==> src/rtl/blink_pkg.sv <==
// Shared types and helpers for the blink sequencer.
// HALF is derived from the clock and blink frequencies via HalfCycles.
package blink_pkg;

  typedef enum logic [2:0] {
    S_IDLE,
    S_ON,
    S_OFF,
    S_PAUSE,
    S_DONE
  } state_t;

  function automatic int CeilLog2(input int v);
    int r;
    r = 0;
    for (int i = 0; i < 31; i++) begin
      if ((1 << i) < v) r = i + 1;
    end
    return r;
  endfunction

  function automatic int HalfCycles(input int base, input int tgt);
    return base / (2 * tgt);
  endfunction

  // Terminal count of a HALF-cycle counter starting at zero
  function automatic int CountValue(input int half);
    return half - 1;
  endfunction

endpackage

==> src/rtl/half_period_tick.sv <==
// Free-running half-period counter with synchronous clear.
// o_tick pulses on the last cycle of every HALF-cycle window.
module half_period_tick
  import blink_pkg::*;
#(
  parameter int HALF = 4
) (
  input  logic clk,
  input  logic reset,
  input  logic i_clear,
  output logic o_tick
);

  localparam int CW = CeilLog2(HALF);
  localparam logic [CW-1:0] TC = CW'(CountValue(HALF));

  logic [CW-1:0] r_cnt;

  assign o_tick = (r_cnt == TC);

  always_ff @(posedge clk) begin
    if (!reset) begin
      r_cnt <= '0;
    end else if (i_clear || o_tick) begin
      r_cnt <= '0;
    end else begin
      r_cnt <= r_cnt + CW'(1);
    end
  end

endmodule

==> src/rtl/blink_sequencer.sv <==
// LED blink sequencer: blinkCount ON/OFF cycles of HALF clocks each.
// Define BLINK_REPEAT_EN to add the repeatEn input and PAUSE looping.
module blink_sequencer
  import blink_pkg::*;
#(
  parameter int BASE_CLK         = 50000000,
  parameter int TARGET_FREQUENCY = 1,
  parameter int NBITS_BLINK      = 4
) (
  input  logic                   clk,
  input  logic                   reset,
  input  logic                   start,
  input  logic                   stop,
  input  logic [NBITS_BLINK-1:0] blinkCount,
`ifdef BLINK_REPEAT_EN
  input  logic                   repeatEn,
`endif
  output logic                   ledOut,
  output logic                   busy,
  output logic                   done
);

  localparam int HALF = HalfCycles(BASE_CLK, TARGET_FREQUENCY);

  if (HALF < 2) begin : g_half_chk
    $error("blink_sequencer: HALF must be at least 2");
  end

  state_t                 r_state;
  state_t                 w_next;
  logic [NBITS_BLINK-1:0] r_remain;
  logic                   r_led;
  logic                   w_tick;
  logic                   w_clear;
  logic                   w_last;

`ifdef BLINK_REPEAT_EN
  logic [NBITS_BLINK-1:0] r_latched;
  logic                   r_pause2;
`endif

  assign w_last  = (r_remain == NBITS_BLINK'(1));
  assign w_clear = (w_next != r_state) || (r_state == S_IDLE);

  half_period_tick #(
    .HALF(HALF)
  ) u_tick (
    .clk    (clk),
    .reset  (reset),
    .i_clear(w_clear),
    .o_tick (w_tick)
  );

  always_comb begin
    w_next = r_state;
    unique case (r_state)
      S_IDLE: begin
        if (start && !stop) begin
          w_next = (blinkCount == '0) ? S_DONE : S_ON;
        end
      end
      S_ON: begin
        if (w_tick) w_next = S_OFF;
      end
      S_OFF: begin
        if (w_tick) begin
          if (!w_last) begin
            w_next = S_ON;
          end else begin
`ifdef BLINK_REPEAT_EN
            w_next = repeatEn ? S_PAUSE : S_DONE;
`else
            w_next = S_DONE;
`endif
          end
        end
      end
      S_PAUSE: begin
`ifdef BLINK_REPEAT_EN
        if (w_tick && r_pause2) w_next = S_ON;
`else
        w_next = S_IDLE;
`endif
      end
      S_DONE: w_next = S_IDLE;
      default: w_next = S_IDLE;
    endcase
    // Abort wins over any phase transition
    if (stop && r_state != S_IDLE) w_next = S_IDLE;
  end

  always_ff @(posedge clk) begin
    if (!reset) begin
      r_state  <= S_IDLE;
      r_remain <= '0;
      r_led    <= 1'b0;
    end else begin
      r_state <= w_next;
      r_led   <= (w_next == S_ON);
      if (r_state == S_IDLE && w_next == S_ON) begin
        r_remain <= blinkCount;
      end else if (r_state == S_OFF && w_tick && !stop) begin
        r_remain <= r_remain - NBITS_BLINK'(1);
`ifdef BLINK_REPEAT_EN
      end else if (r_state == S_PAUSE && w_next == S_ON) begin
        r_remain <= r_latched;
`endif
      end
    end
  end

`ifdef BLINK_REPEAT_EN
  always_ff @(posedge clk) begin
    if (!reset) begin
      r_latched <= '0;
      r_pause2  <= 1'b0;
    end else begin
      if (r_state == S_IDLE && w_next == S_ON) r_latched <= blinkCount;
      if (r_state != S_PAUSE) r_pause2 <= 1'b0;
      else if (w_tick)        r_pause2 <= 1'b1;
    end
  end
`endif

  assign ledOut = r_led;
  assign busy   = (r_state != S_IDLE);
  assign done   = (r_state == S_DONE);

endmodule
==> config.mk <==
export PLATFORM = sky130hd
export DESIGN_NAME = blink_sequencer
export DESIGN_NICKNAME = d
export VERILOG_FILES = /design/src/rtl/blink_pkg.sv /design/src/rtl/half_period_tick.sv /design/src/rtl/blink_sequencer.sv
export SDC_FILE = /design/constraint.sdc
export NUM_CORES = 1
export LEC_CHECK = 0
export BUFFER_PORTS_ARGS = -buffer_cell sky130_fd_sc_hd__buf_4
export CAP_MARGIN = 25
export CORE_ASPECT_RATIO = 0.6
export CORE_MARGIN = 5
export CORE_UTILIZATION = 34
export CTS_BUF_LIST = sky130_fd_sc_hd__clkbuf_8
export DETAILED_ROUTE_END_ITERATION = 7
export MAX_ROUTING_LAYER = met4
export PLACE_DENSITY = 0.6
export SYNTH_ARGS = -nofsm -noshare
export SYNTH_HDL_FRONTEND = slang
export SYNTH_SLANG_ARGS = --single-unit
==> constraint.sdc <==
create_clock -name clk -period 2 [get_ports clk]
set_input_delay 0.2 -clock clk [delete_from_list [all_inputs] [get_ports clk]]
set_output_delay 0.2 -clock clk [all_outputs]
set_load 0.03 [all_outputs]
Yosys cells after proc, flatten, opt, wreduce, memory -nomap -nowiden
Index checks and enable logic that the tools add are counted.
{"block": "totals", "ff_bits": 33, "in_bits": 8, "output_inout_bits": 3, "word_cells": 36}
{"block": "classes", "addsub": 2, "n_eq_ne": 7, "n_mux": 9, "bitwise_logic": 1, "reduce_logical": 13}
{"cell": "$add A25 B1 Y25 const B", "n": 1}
{"cell": "$eq A25 B25 Y1 const B", "n": 1}
{"cell": "$mux W3", "n": 6}
{"cell": "$pmux W3 S3", "n": 1}
{"cell": "$mux W4", "n": 2}
{"cell": "$eq A3 B1 Y1 const B", "n": 2}
{"cell": "$logic_and A1 B1 Y1", "n": 5}
{"cell": "$eq A4 B1 Y1 const B", "n": 1}
{"cell": "$logic_not A4 Y1", "n": 1}
{"cell": "$sub A4 B1 Y4 const B", "n": 1}
{"cell": "$eq A3 B2 Y1 const B", "n": 1}
{"cell": "$eq A3 B3 Y1 const B", "n": 1}
{"cell": "$logic_not A3 Y1", "n": 1}
{"cell": "$ne A3 B3 Y1", "n": 1}
{"cell": "$reduce_bool A3 Y1", "n": 1}
{"cell": "$logic_or A1 B1 Y1", "n": 2}
{"cell": "$reduce_bool A2 Y1", "n": 1}
{"cell": "$reduce_or A2 Y1", "n": 1}
{"cell": "$logic_not A1 Y1", "n": 1}
{"cell": "$not A1 Y1", "n": 1}

Longest topological paths before layout
Gate-level depths: netlist of run 1.
{"block": "depth", "word_depth": 9, "ltp_mapped": 7, "mapped_depth_nobuf": 6}

By module
A second synthesis of run 1 with hierarchy kept.
{"block": "hier_totals", "hier_cells": 195, "hier_area_um2": 1749.2}
{"module": "half_period_tick", "n_inst": 1, "cells_per_inst": 141, "area_per_inst_um2": 1226.2}
{"module": "blink_sequencer", "n_inst": 1, "cells_per_inst": 54, "area_per_inst_um2": 523.0}

Worst setup path after synthesis of run 1
No wires, ideal clock.
{"block": "synth_path", "path_type": "flip-flop to flip-flop", "from": "register u_tick.r_cnt[0]", "to": "register r_remain[2]", "setup_ns": 0.079, "arrival_ns": 1.760, "t_required_ns": 1.921, "slack_ns": 0.161, "path_stages_with_launch": 8, "path_cell_list": "dfxtp_1 ha_1 and4_1 buf_2 nand4_1 buf_4 or4_1 o211ai_1"}
{"block": "synth_via", "elab_chain_len": 7}
{"element": "start: declaration", "line": "half_period_tick.sv:17", "source": "logic [CW-1:0] r_cnt;"}
{"element": "start signal: assignment", "line": "half_period_tick.sv:27", "source": "r_cnt <= r_cnt + CW'(1);"}
{"element": "$eq A25 B25 Y1 (*)", "line": "half_period_tick.sv:19", "source": "assign o_tick = (r_cnt == TC);"}
{"element": "$mux W3 (on tied branches)", "line": "blink_sequencer.sv:66, blink_sequencer.sv:63"}
{"element": "$pmux W3 S3", "line": "blink_sequencer.sv:56", "source": "unique case (r_state)"}
{"element": "$mux W3", "line": "blink_sequencer.sv:89", "source": "if (stop && r_state != S_IDLE) w_next = S_IDLE;"}
{"element": "$eq A3 B1 Y1", "line": "blink_sequencer.sv:100", "source": "if (r_state == S_IDLE && w_next == S_ON) begin"}
{"element": "$logic_and A1 B1 Y1", "line": "blink_sequencer.sv:100"}
{"element": "$mux W4 / $reduce_bool A2 Y1 (equally long branches)"}
{"element": "end signal: assignment", "line": "blink_sequencer.sv:101", "source": "r_remain <= blinkCount;"}
{"element": "end signal: assignment", "line": "blink_sequencer.sv:103", "source": "r_remain <= r_remain - NBITS_BLINK'(1);"}
{"element": "end: declaration", "line": "blink_sequencer.sv:31", "source": "logic [NBITS_BLINK-1:0] r_remain;"}
Mark *: on every way between the ends. The rest lies on a longest branch, timed or not.
A chain may end at the register's enable or synchronous reset.

Final worst setup path of run 1
{"block": "layout_path", "from": "register u_tick.r_cnt[0]", "to": "register r_state[1]"}
{"block": "layout_via", "elab_chain_len": 4}
{"element": "$eq A25 B25 Y1 (*)", "line": "half_period_tick.sv:19"}
{"element": "$mux W3 (on tied branches)", "line": "blink_sequencer.sv:66, blink_sequencer.sv:63"}
{"element": "$pmux W3 S3 (*)", "line": "blink_sequencer.sv:56"}
{"element": "$mux W3 (*)", "line": "blink_sequencer.sv:89"}
{"element": "end signal: assignment", "line": "blink_sequencer.sv:98", "source": "r_state <= w_next;"}
{"element": "end: declaration", "line": "blink_sequencer.sv:29", "source": "state_t r_state;"}
Marked as above.

==> impl_metrics.json, run 1 <==
{
  "path_max_fanout": 12,
  "place_hpwl_um": 3170,
  "n_antenna_cell": 0,
  "whs_ns": 0.1352,
  "final_nets": 242,
  "cts_setup_buffers": 0,
  "cts_root_buffer": "clkbuf_8",
  "ys_types": 50,
  "rows": 20,
  "insertion_delay_ns": 0.29,
  "firstDrtPassIters": 4,
  "antenna_left": 0,
  "ys_seq_area_share_pct": 36.79,
  "synth_ff_type": "dfxtp_1",
  "start_kind": "flip-flop",
  "power_density_nw_per_um2": 588.8,
  "fin_crit_ns": 1.875,
  "synth_edf_count": 0,
  "ir_drop_mv": 0.2859,
  "drtIter0Drc": 89,
  "grt_overflow_total": 0,
  "hp-class": "input pin to flip-flop",
  "synth_top_area_share_pct": 36.79,
  "arrival_ns": 2.07,
  "synth_nets": 218,
  "yosys_warnings": 0,
  "setup_tns_ns": 0,
  "antenna_found_initial": 0,
  "start_util_pct": 35.34,
  "die_y_um": 66.29,
  "status": "completed",
  "fmax_ghz": 0.5333,
  "cp_cell_sequence": "ha_1 > and4_1 > nand4_1 > buf_4 > or3_1 > a2111oi_2",
  "cp_top_family": "simple AND/OR/NAND/NOR gates",
  "numCtsBuffers": 5,
  "drive_gt1_share_pct": 19.40,
  "synth_top_cells_by_area": "dfxtp_1 (37%), xor2_1 (4.9%), nand4_1 (4.2%)",
  "via_count": 1642,
  "hold_viol": 0,
  "fp.dieW_um": 103.8,
  "whs_path_depth": 2,
  "numPortBuffers": 10,
  "wl_per_cell_um": 14.35,
  "internal-power_w": 0.0009419,
  "slew_viol_final": 0,
  "worstSetupPathType": "flip-flop to flip-flop",
  "grt_pass1_vias": 1511,
  "drt-vias-per-instance": 5.510,
  "share_seq_of_total_power_pct": 54.0,
  "cts_tree": "built",
  "p_sw_share_pct": 24.44,
  "drc_errors": 0,
  "ys_async_sr_fraction_pct": 0,
  "h-tree-depth": 2,
  "combPwrFrac_pct": 7.2,
  "relSlewSlack_pct": 71.24,
  "max_slew.worst_pin.slew_ns": 0.4305,
  "clockPowerShare_pct": 38.9,
  "cts.path.max_buffers": 2,
  "syn_area_sq_um": 1795,
  "finalSetupViolCount": 0,
  "period_share_pct": 93.75,
  "fp.coreArea_sq_um": 5080,
  "cp.buffers_inverters": 1,
  "die_area_sq_um": 6882,
  "grt_first_pass_wirelength_um": 7445,
  "grt_max_degree": 16,
  "p_leak_nw": 0.7289,
  "ys_seq_elements": 33,
  "end_kind": "flip-flop",
  "power_w": 0.001247,
  "netlist_instances": 207,
  "clk_pin_slew_ns": 0.07,
  "ioPinCount": 11,
  "grt_setup_unrepaired": "false",
  "switchingPower_w": 0.0003047,
  "syn_to_final_growth_pct": 17.91,
  "path_depth": 6,
  "drv_cap": 0,
  "cts.sinks": 33,
  "synth_top_area_cell": "dfxtp_1",
  "routed_wl_um": 4277,
  "max_stage_delay_ns": 0.36,
  "grt_usage_pct": 13.57,
  "worstPathRequired_ns": 2.19,
  "slowest_stage": "or3_1",
  "place_congestion": 0.8876,
  "reg2regPathDepth": 6,
  "clock_skew_ns": 0.004158,
  "avgSynthCellArea_sq_um": 8.674
}
-- routing by layer --
metal	GRT usage [%]	wire length [um]
met5	-	0
met4	3.393	44
met3	3.902	245
met2	16.98	1548
met1	20.56	2439
-- worst paths after layout --
check	slack [ns]	end	startpoint
setup reg to reg	0.12	r_state[1]	u_tick.r_cnt[0]
hold / removal	0.14	r_state[1]	stop
hold reg to reg	0.51	u_tick.r_cnt[14]	u_tick.r_cnt[14]
setup / recovery	0.12	r_state[1]	u_tick.r_cnt[0]
-- power groups by stage --
| stage | registers (W) | logic (W) | clock network [W] |
|---|---|---|---|
| after floorplan | 0.000688 | 0.0000563 | 0 |
| after detailed placement | 0.000687 | 0.0000886 | 0 |
| final | 0.000673 | 0.0000897 | 0.000484 |
| after CTS | 0.000672 | 0.0000888 | 0.000498 |
| after global placement | 0.000687 | 0.0000884 | 0 |
| after global routing | 0.000673 | 0.0000997 | 0.000532 |
-- synth_stat cells, types with 3 or more instances --
cell type  instances
or4_1              8
and4_1             3
nor4b_1            5
nand4_1           12
xor2_1            10
inv_1              5
nor2_1            15
o21ai_0            5
ha_1               3
dfxtp_1           33
buf_4              3
a21oi_1           11
nand2_1           11
o31ai_1            7
nor4_1             5
nand3_1           13
or3_1              6
buf_2              3
xnor2_1            4
clkbuf_1           3
and3_1             6
-- sequential cells by signal, indices dropped and copies added (netlist names) --
name          cells
u_tick.r_cnt     25
ledOut            1
r_remain          4
r_state           3
-- kinds of logic (layout without fill, tap and decap cells) --
| family | after synthesis | in the layout | synth area share (%) |
|---|---|---|---|
| XOR/XNOR | 14 | 14 | 6.829 |
| flip-flops | 33 | 33 | 36.79 |
| AND/OR/NAND/NOR | 106 | 106 | 36.52 |
| buffers and inverters | 16 | 41 | 4.668 |
| multiplexers | 1 | 1 | 0.5575 |
| adder cells (fa/ha/maj) | 4 | 4 | 2.648 |
| AO/OA/AOI/OAI | 33 | 33 | 11.99 |
-- cells in the final DEF (no fill, tap or decap), drive strengths merged, types with 6 or more instances in the layout --
| cell type | n |
|---|---|
| a21oi | 11 |
| and3 | 7 |
| buf | 28 |
| dfxtp | 33 |
| inv | 6 |
| nand2 | 11 |
| nand3 | 13 |
| nand4 | 12 |
| nor2 | 15 |
| o21ai | 6 |
| o31ai | 7 |
| or3 | 6 |
| or4 | 9 |
| xor2 | 10 |
-- per-stage QoR --
step / util [%] / setup slack (ns) / instances / instance area, sq um
after global routing: 41.67 / 0.02149 / 298 / 2117
after detailed placement: 39.83 / 0.1231 / 290 / 2023
after CTS: 41.45 / 0.09476 / 298 / 2106
final: 41.67 / 0.1250 / 298 / 2117
after floorplan: - / 0.1611 / 207 / 1795
after global placement: 39.83 / 0.1469 / 290 / 2023
-- area by class of cell --
type / instances / area (sq um)
Clock inverter: 3 / 13.76
Multi-Input combinational cell: 158 / 1062
Sequential cell: 33 / 660.6
Clock buffer: 5 / 68.82
Timing Repair Buffer: 28 / 210.2
Inverter: 5 / 18.77
Tap cell: 66 / 82.58
Fill cell: 532 / 2963
-- repair_timing --
| action | CTS | global route |
|---|---|---|
| endpoints found under the setup margin | 0 | 2 |
| hold endpoints to repair | 0 | 0 |
| gates resized for setup | 0 | 2 |
| hold buffers | 0 | 0 |
Note: power is estimated with default switching activity, not from simulation.
==> run 2, diff against run 1 <==
--- a/config.mk
+++ b/config.mk
@@ -9,11 +9,11 @@
 export CAP_MARGIN = 25
 export CORE_ASPECT_RATIO = 0.6
 export CORE_MARGIN = 5
-export CORE_UTILIZATION = 34
+export CORE_UTILIZATION = 24
 export CTS_BUF_LIST = sky130_fd_sc_hd__clkbuf_8
 export DETAILED_ROUTE_END_ITERATION = 7
 export MAX_ROUTING_LAYER = met4
-export PLACE_DENSITY = 0.6
+export PLACE_DENSITY = 0.49
 export SYNTH_ARGS = -nofsm -noshare
 export SYNTH_HDL_FRONTEND = slang
 export SYNTH_SLANG_ARGS = --single-unit
==> run 2 against run 1 <==
- maximum frequency is 1.7% lower
- via count is 0.67% higher
- critical path depth stayed put
- sequential share of layout area is 1.5 points lower
- critical path type unchanged
- largest power group unchanged
- highest routed layer unchanged
==> impl_metrics.json, run 2 (synthesis results as in run 1) <==
{
  "drtIter0Drc": 98,
  "n_antenna_cell": 0,
  "final_nets": 246,
  "antenna_left": 0,
  "grt_busiest_layer": "met1",
  "top_regs": "u_tick.r_cnt: 25 flops, r_remain: 4 flops, r_state: 3 flops",
  "path_max_fanout": 12,
  "final_cell_mix": "dfxtp_1 (33), buf_4 (31), nor2_1 (15), nand3_1 (13), nand4_1 (12)",
  "slowest_stage": "a2111oi_1",
  "place_congestion": 0.8267,
  "h-tree-depth": 2,
  "hold_buffers": 0,
  "grt_first_pass_wirelength_um": 7527,
  "drt-vias-per-instance": 4.862,
  "syn_to_final_growth_pct": 23.83,
  "use_met1_pct": 17.36,
  "fin_crit_ns": 1.907,
  "numPortBuffers": 10,
  "ir_drop_mv": 0.2303,
  "slew_viol_final": 0,
  "cts.path.max_buffers": 2,
  "cp_cell_sequence": "ha_1 > and4_4 > nand4_1 > buf_4 > or3_1 > a2111oi_1",
  "cts_tree": "built",
  "drv_cap": 0,
  "drc_errors": 0,
  "max_slew.worst_pin.slew_ns": 0.4396,
  "period_share_pct": 95.37,
  "grt_use_met3_pct": 3.162,
  "grt_usage_pct": 10.32,
  "routed_wl_um": 4463,
  "power_density_nw_per_um2": 599.2,
  "fmax_ghz": 0.5243,
  "power_w": 0.001332,
  "die_area_sq_um": 9367,
  "wl_per_cell_um": 13.13,
  "fin_util_pct": 30.60,
  "p_leak_nw": 0.7649,
  "firstDrtPassIters": 4,
  "ioPinCount": 11,
  "worstPathRequired_ns": 2.17,
  "status": "completed",
  "antenna_found_initial": 0,
  "fp.dieW_um": 121.7,
  "place_hpwl_um": 3321,
  "clk_pin_slew_ns": 0.07,
  "grt_max_degree": 25,
  "clock_skew_ns": 0.006178,
  "cts_root_buffer": "clkbuf_8",
  "hold_viol": 0,
  "grt_pass1_vias": 1444,
  "drive_gt1_share_pct": 21.19,
  "numCtsBuffers": 5,
  "top_register": "u_tick.r_cnt",
  "use_met2_pct": 10.91,
  "die_y_um": 77.00,
  "grt_setup_unrepaired": "false",
  "cp.buffers_inverters": 1,
  "cts.sinks": 33,
  "setup_tns_ns": 0,
  "final_common_cell": "dfxtp_1",
  "start_util_pct": 24.71,
  "largest_reg_flops": 25,
  "grt_overflow_total": 0,
  "relSlewSlack_pct": 70.42,
  "finalSetupViolCount": 0,
  "start_kind": "flip-flop",
  "via_count": 1653,
  "arrival_ns": 2.08,
  "end_kind": "flip-flop",
  "worstSetupPathType": "flip-flop to flip-flop",
  "max_stage_delay_ns": 0.38,
  "fp.coreArea_sq_um": 7267,
  "nFillCells": 780,
  "cp_top_family": "simple AND/OR/NAND/NOR gates",
  "insertion_delay_ns": 0.29,
  "hp-class": "input pin to flip-flop",
  "rows": 24
}
run 2: changes by cell type in the layout (fill, tap and decap cells not counted):
cell,before,now
a2111oi_1,0,1
a2111oi_2,1,0
and4_1,3,2
and4_4,0,1
buf_12,0,1
buf_4,28,31
clkbuf_8,5,7
clkinv_2,2,1
inv_1,6,5
run 2: path summary, 6_finish.rpt:
path | start | slack [ns] | endpoint | depth (start not counted)
min | stop | 0.14 | r_state[1] | 2
min reg2reg | u_tick.r_cnt[24] | 0.49 | u_tick.r_cnt[24] | 2
max reg2reg | u_tick.r_cnt[0] | 0.09 | r_state[1] | 6
max | u_tick.r_cnt[0] | 0.09 | r_state[1] | 6
run 2: stage by stage:
stage	cell area, sq um	setup WS [ns]	hold slack, ns	std cells
2_1_floorplan	1795	0.1611	0.2821	207
3_3_place_gp	2113	0.05222	0.4241	332
3_5_place_dp	2113	0.04523	0.4261	332
4_1_cts	2215	0.03190	0.1205	340
5_1_grt	2223	0.007817	0.1246	340
6_report	2223	0.09261	0.1382	340
run 2: timing repair:
item / CTS / global route
setup buffers: 0 / 0
setup endpoints to repair: 0 / 5
gates resized for setup: 0 / 2
hold endpoints to repair: 0 / 0
run 2: worst reg2reg max path: stages (launching register included):
cell and delay (ns):
dfxtp_1 0.34, ha_1 0.20, and4_4 0.26, nand4_1 0.08, buf_4 0.19, or3_1 0.35
a2111oi_1 0.38
run 2: layout make-up:
type / count / area [sq um] / share of cell area [%]
clock buffer: 7 / 96.34 / 4.333
clock inverter: 1 / 5.005 / 0.2251
inverter: 5 / 18.77 / 0.8441
multi-input combinational: 158 / 1060 / 47.66
sequential: 33 / 660.6 / 29.71
tap: 104 / 130.1 / 5.853
timing repair buffer: 32 / 252.7 / 11.37
run 2: per-layer routing:
layer | vias to the layer above | routed length (um)
li1 | 843 | -
met1 | 761 | 2633
met2 | 45 | 1467
met3 | 4 | 330
met4 | 0 | 31
met5 | - | 0
run 2: power breakdown:
| group | total [W] | switching [W] | internal [W] | leakage, nW |
|---|---|---|---|---|
| Clock | 0.000570 | 0.000258 | 0.000311 | 0.0542 |
| Combinational | 0.0000907 | 0.0000503 | 0.0000404 | 0.444 |
| Sequential | 0.000672 | 0.00000631 | 0.000665 | 0.267 |
==> run 3, diff against run 2 <==
--- a/config.mk
+++ b/config.mk
@@ -16,4 +16,6 @@
 export PLACE_DENSITY = 0.49
 export SYNTH_ARGS = -nofsm -noshare
 export SYNTH_HDL_FRONTEND = slang
+export SYNTH_HIERARCHICAL = 1
 export SYNTH_SLANG_ARGS = --single-unit
+export TNS_END_PERCENT = 10
==> run 3 against run 2 <==
- design area down 0.62%
- synthesized cell count shrank 5.8%
- routed wire length is 12% lower
- sequential cell count stayed put
- maximum frequency down 0.55%
- clock-buffer cell count decreased by 1
- non-clock buffer count grew 5
- utilization up 0.19 points
- clock power shrank 13%
- clock skew fell by 0.0028 ns
- critical path type unchanged
- highest routed layer unchanged
==> impl_metrics.json, run 3 <==
{
  "die_area_sq_um": 9152,
  "synth_ff_type": "dfxtp_1",
  "n_antenna_cell": 0,
  "synth_nets": 206,
  "synth_fa_ha_area_share_pct": 2.146,
  "place_hpwl_um": 3049,
  "final_common_cell": "buf_4",
  "p_leak_nw": 0.7444,
  "antenna_left": 0,
  "synth_common_cells": "dfxtp_1 (33), nor2_1 (17), a21oi_1 (14), nand2_1 (12)",
  "routed_wl_um": 3927,
  "drc_errors": 0,
  "whs_path_depth": 3,
  "cts.path.max_buffers": 2,
  "wl_per_cell_um": 12.12,
  "max_stage_delay_ns": 0.60,
  "cp_top_family": "simple AND/OR/NAND/NOR gates",
  "drive_gt1_share_pct": 29.18,
  "grt_overflow_total": 0,
  "final_cell_mix": "buf_4 (37), dfxtp_1 (30), nor2_1 (17), a21oi_1 (14), nand2_1 (12)",
  "yosys_warnings": 6,
  "clock_skew_ns": 0.003389,
  "top_register": "u_tick/r_cnt",
  "via_count": 1475,
  "grt_usage_pct": 9.040,
  "start_kind": "flip-flop",
  "fp.coreArea_sq_um": 7177,
  "die_y_um": 76.13,
  "netlist_instances": 195,
  "ir_drop_mv": 0.1952,
  "cp.buffers_inverters": 1,
  "insertion_delay_ns": 0.28,
  "status": "completed",
  "drt-vias-per-instance": 4.552,
  "syn_to_final_growth_pct": 26.32,
  "hp-class": "input pin to flip-flop",
  "fin_crit_ns": 1.918,
  "antenna_found_initial": 0,
  "finalSetupViolCount": 0,
  "worstSetupPathType": "flip-flop to flip-flop",
  "hold_end": "r_remain[1]",
  "r2r_slack_ns": 0.08,
  "syn_area_sq_um": 1749,
  "cp_cell_sequence": "buf_4 > nand3_2 > or4_4 > or4_1 > a21oi_1",
  "relSlewSlack_pct": 76.81,
  "start_util_pct": 24.37,
  "worstHoldStart": "blinkCount[1]",
  "synth_top_family_by_area": "simple AND/OR/NAND/NOR gates",
  "period_share_pct": 95.90,
  "grt_first_pass_wirelength_um": 6472,
  "whs_ns": 0.1931,
  "largest_reg_flops": 25,
  "ys_seq_area_share_pct": 37.77,
  "reg2regPathDepth": 5,
  "r2r_start": "u_tick/r_cnt[8]",
  "synthXorXnorAreaFrac_pct": 7.010,
  "numPortBuffers": 10,
  "ioPinCount": 11,
  "synth_top_area_share_pct": 37.77,
  "h-tree-depth": 2,
  "cts_root_buffer": "clkbuf_8",
  "synth_compound_area_share_pct": 13.23,
  "fp.dieW_um": 120.2,
  "cts.sinks": 33,
  "rows": 24,
  "final_nets": 244,
  "cts_tree": "built",
  "worstPathRequired_ns": 2.21,
  "drtIter0Drc": 95,
  "slowest_stage": "or4_4",
  "clk_pin_slew_ns": 0.06,
  "yosysMostFrequentCell": "dfxtp_1",
  "ys_seq_elements": 33,
  "top_regs": "u_tick/r_cnt: 25 flops, r_remain: 4 flops, r_state: 3 flops",
  "firstDrtPassIters": 4,
  "max_slew.worst_pin.slew_ns": 0.3447,
  "fmax_ghz": 0.5214,
  "place_congestion": 0.7796,
  "ys_types": 46,
  "grt_pass1_vias": 1318,
  "synth_top_cells_by_area": "dfxtp_1 (38%), a21oi_1 (4.0%), xnor2_1 (4.0%)",
  "arrival_ns": 2.13,
  "hold_viol": 0,
  "setup_tns_ns": 0,
  "avgSynthCellArea_sq_um": 8.970,
  "ys_async_sr_fraction_pct": 0,
  "end_kind": "flip-flop",
  "slew_viol_final": 0,
  "synth_edf_count": 0,
  "path_max_fanout": 12,
  "grt_max_degree": 13,
  "power_density_nw_per_um2": 569.2,
  "r2r_end": "u_tick/r_cnt[24]",
  "numCtsBuffers": 5,
  "synthSimpleGateAreaFrac_pct": 34.55,
  "synth_mux_area_share_pct": 0.6438,
  "hold_buffers": 0,
  "synth_top_area_cell": "dfxtp_1",
  "drv_cap": 0
}
==> run 3: cell types whose count changed after synthesis, sizes merged, moves of 3 or more <==
| cell | delta |
|---|---|
| a21oi | +4 |
| and3 | -5 |
| and4 | -3 |
| clkbuf | -4 |
| nand3 | -3 |
| nand4 | -6 |
| nor2 | +3 |
| nor4b | -4 |
| xnor2 | +4 |
| xor2 | -4 |
==> run 3: area by class of cell <==
class	count	area, sq um
Fill cell	763	4967
Tap cell	91	113.9
Inverter	7	26.28
Multi-Input combinational cell	149	1041
Clock inverter	1	3.754
Clock buffer	6	82.58
Timing Repair Buffer	37	277.8
Sequential cell	33	664.4
==> run 3: kinds of logic after synthesis <==
logic type,count (synthesis)
compound gates,37
xor+xnor,14
fa+ha+maj,3
buf+inv,13
flops,33
mux,1
simple gates,94
==> run 3: worst max path at each step <==
stage                     startpoint                to  cells after the start
finish               u_tick/r_cnt[8]  u_tick/r_cnt[24]                      5
global route        u_tick/r_cnt[15]       r_remain[1]                      7
CTS                 u_tick/r_cnt[15]       r_remain[1]                      7
detailed placement  u_tick/r_cnt[15]       r_remain[1]                      7
global placement    u_tick/r_cnt[24]       r_remain[1]                      7
floorplan            u_tick/r_cnt[9]       r_remain[1]                      7
==> run 3: routing by layer <==
metal | vias up | GRT usage (%) | share of wire, %
met5 | - | - | 0
met4 | 0 | 3.394 | 0.69
met3 | 2 | 2.300 | 3.6
met2 | 16 | 9.132 | 32
met1 | 664 | 15.27 | 64
li1 | 793 | - | -
==> run 3: where the power goes <==
group | switching, W | internal [W]
Sequential | 0.00000663 | 0.000666
Combinational | 0.0000445 | 0.0000435
Clock | 0.000229 | 0.000268
Total | 0.000280 | 0.000977
==> run 3: worst min-delay path, stage by stage <==
cell and delay, ns:
buf_4 0.11, nand2_1 0.05, o22ai_1 0.06
==> run 3: what timing repair did <==
action,in CTS,in global routing
setup endpoints to repair,0,5
setup buffers,0,1
gates resized for setup,0,6
==> run 3: stage by stage <==
stage / instance area (sq um) / cells / total power, W / setup slack [ns] / util [%]
2_1_floorplan: 1765 / 195 / 0.0007426 / 0.03249 / -
3_3_place_gp: 2095 / 316 / 0.0007745 / 0.04814 / 29.18
3_5_place_dp: 2095 / 316 / 0.0007739 / 0.03511 / 29.18
4_1_cts: 2181 / 323 / 0.001282 / 0.01422 / 30.39
5_1_grt: 2210 / 324 / 0.001316 / -0.001635 / 30.79
6_report: 2210 / 324 / 0.001258 / 0.08200 / 30.79
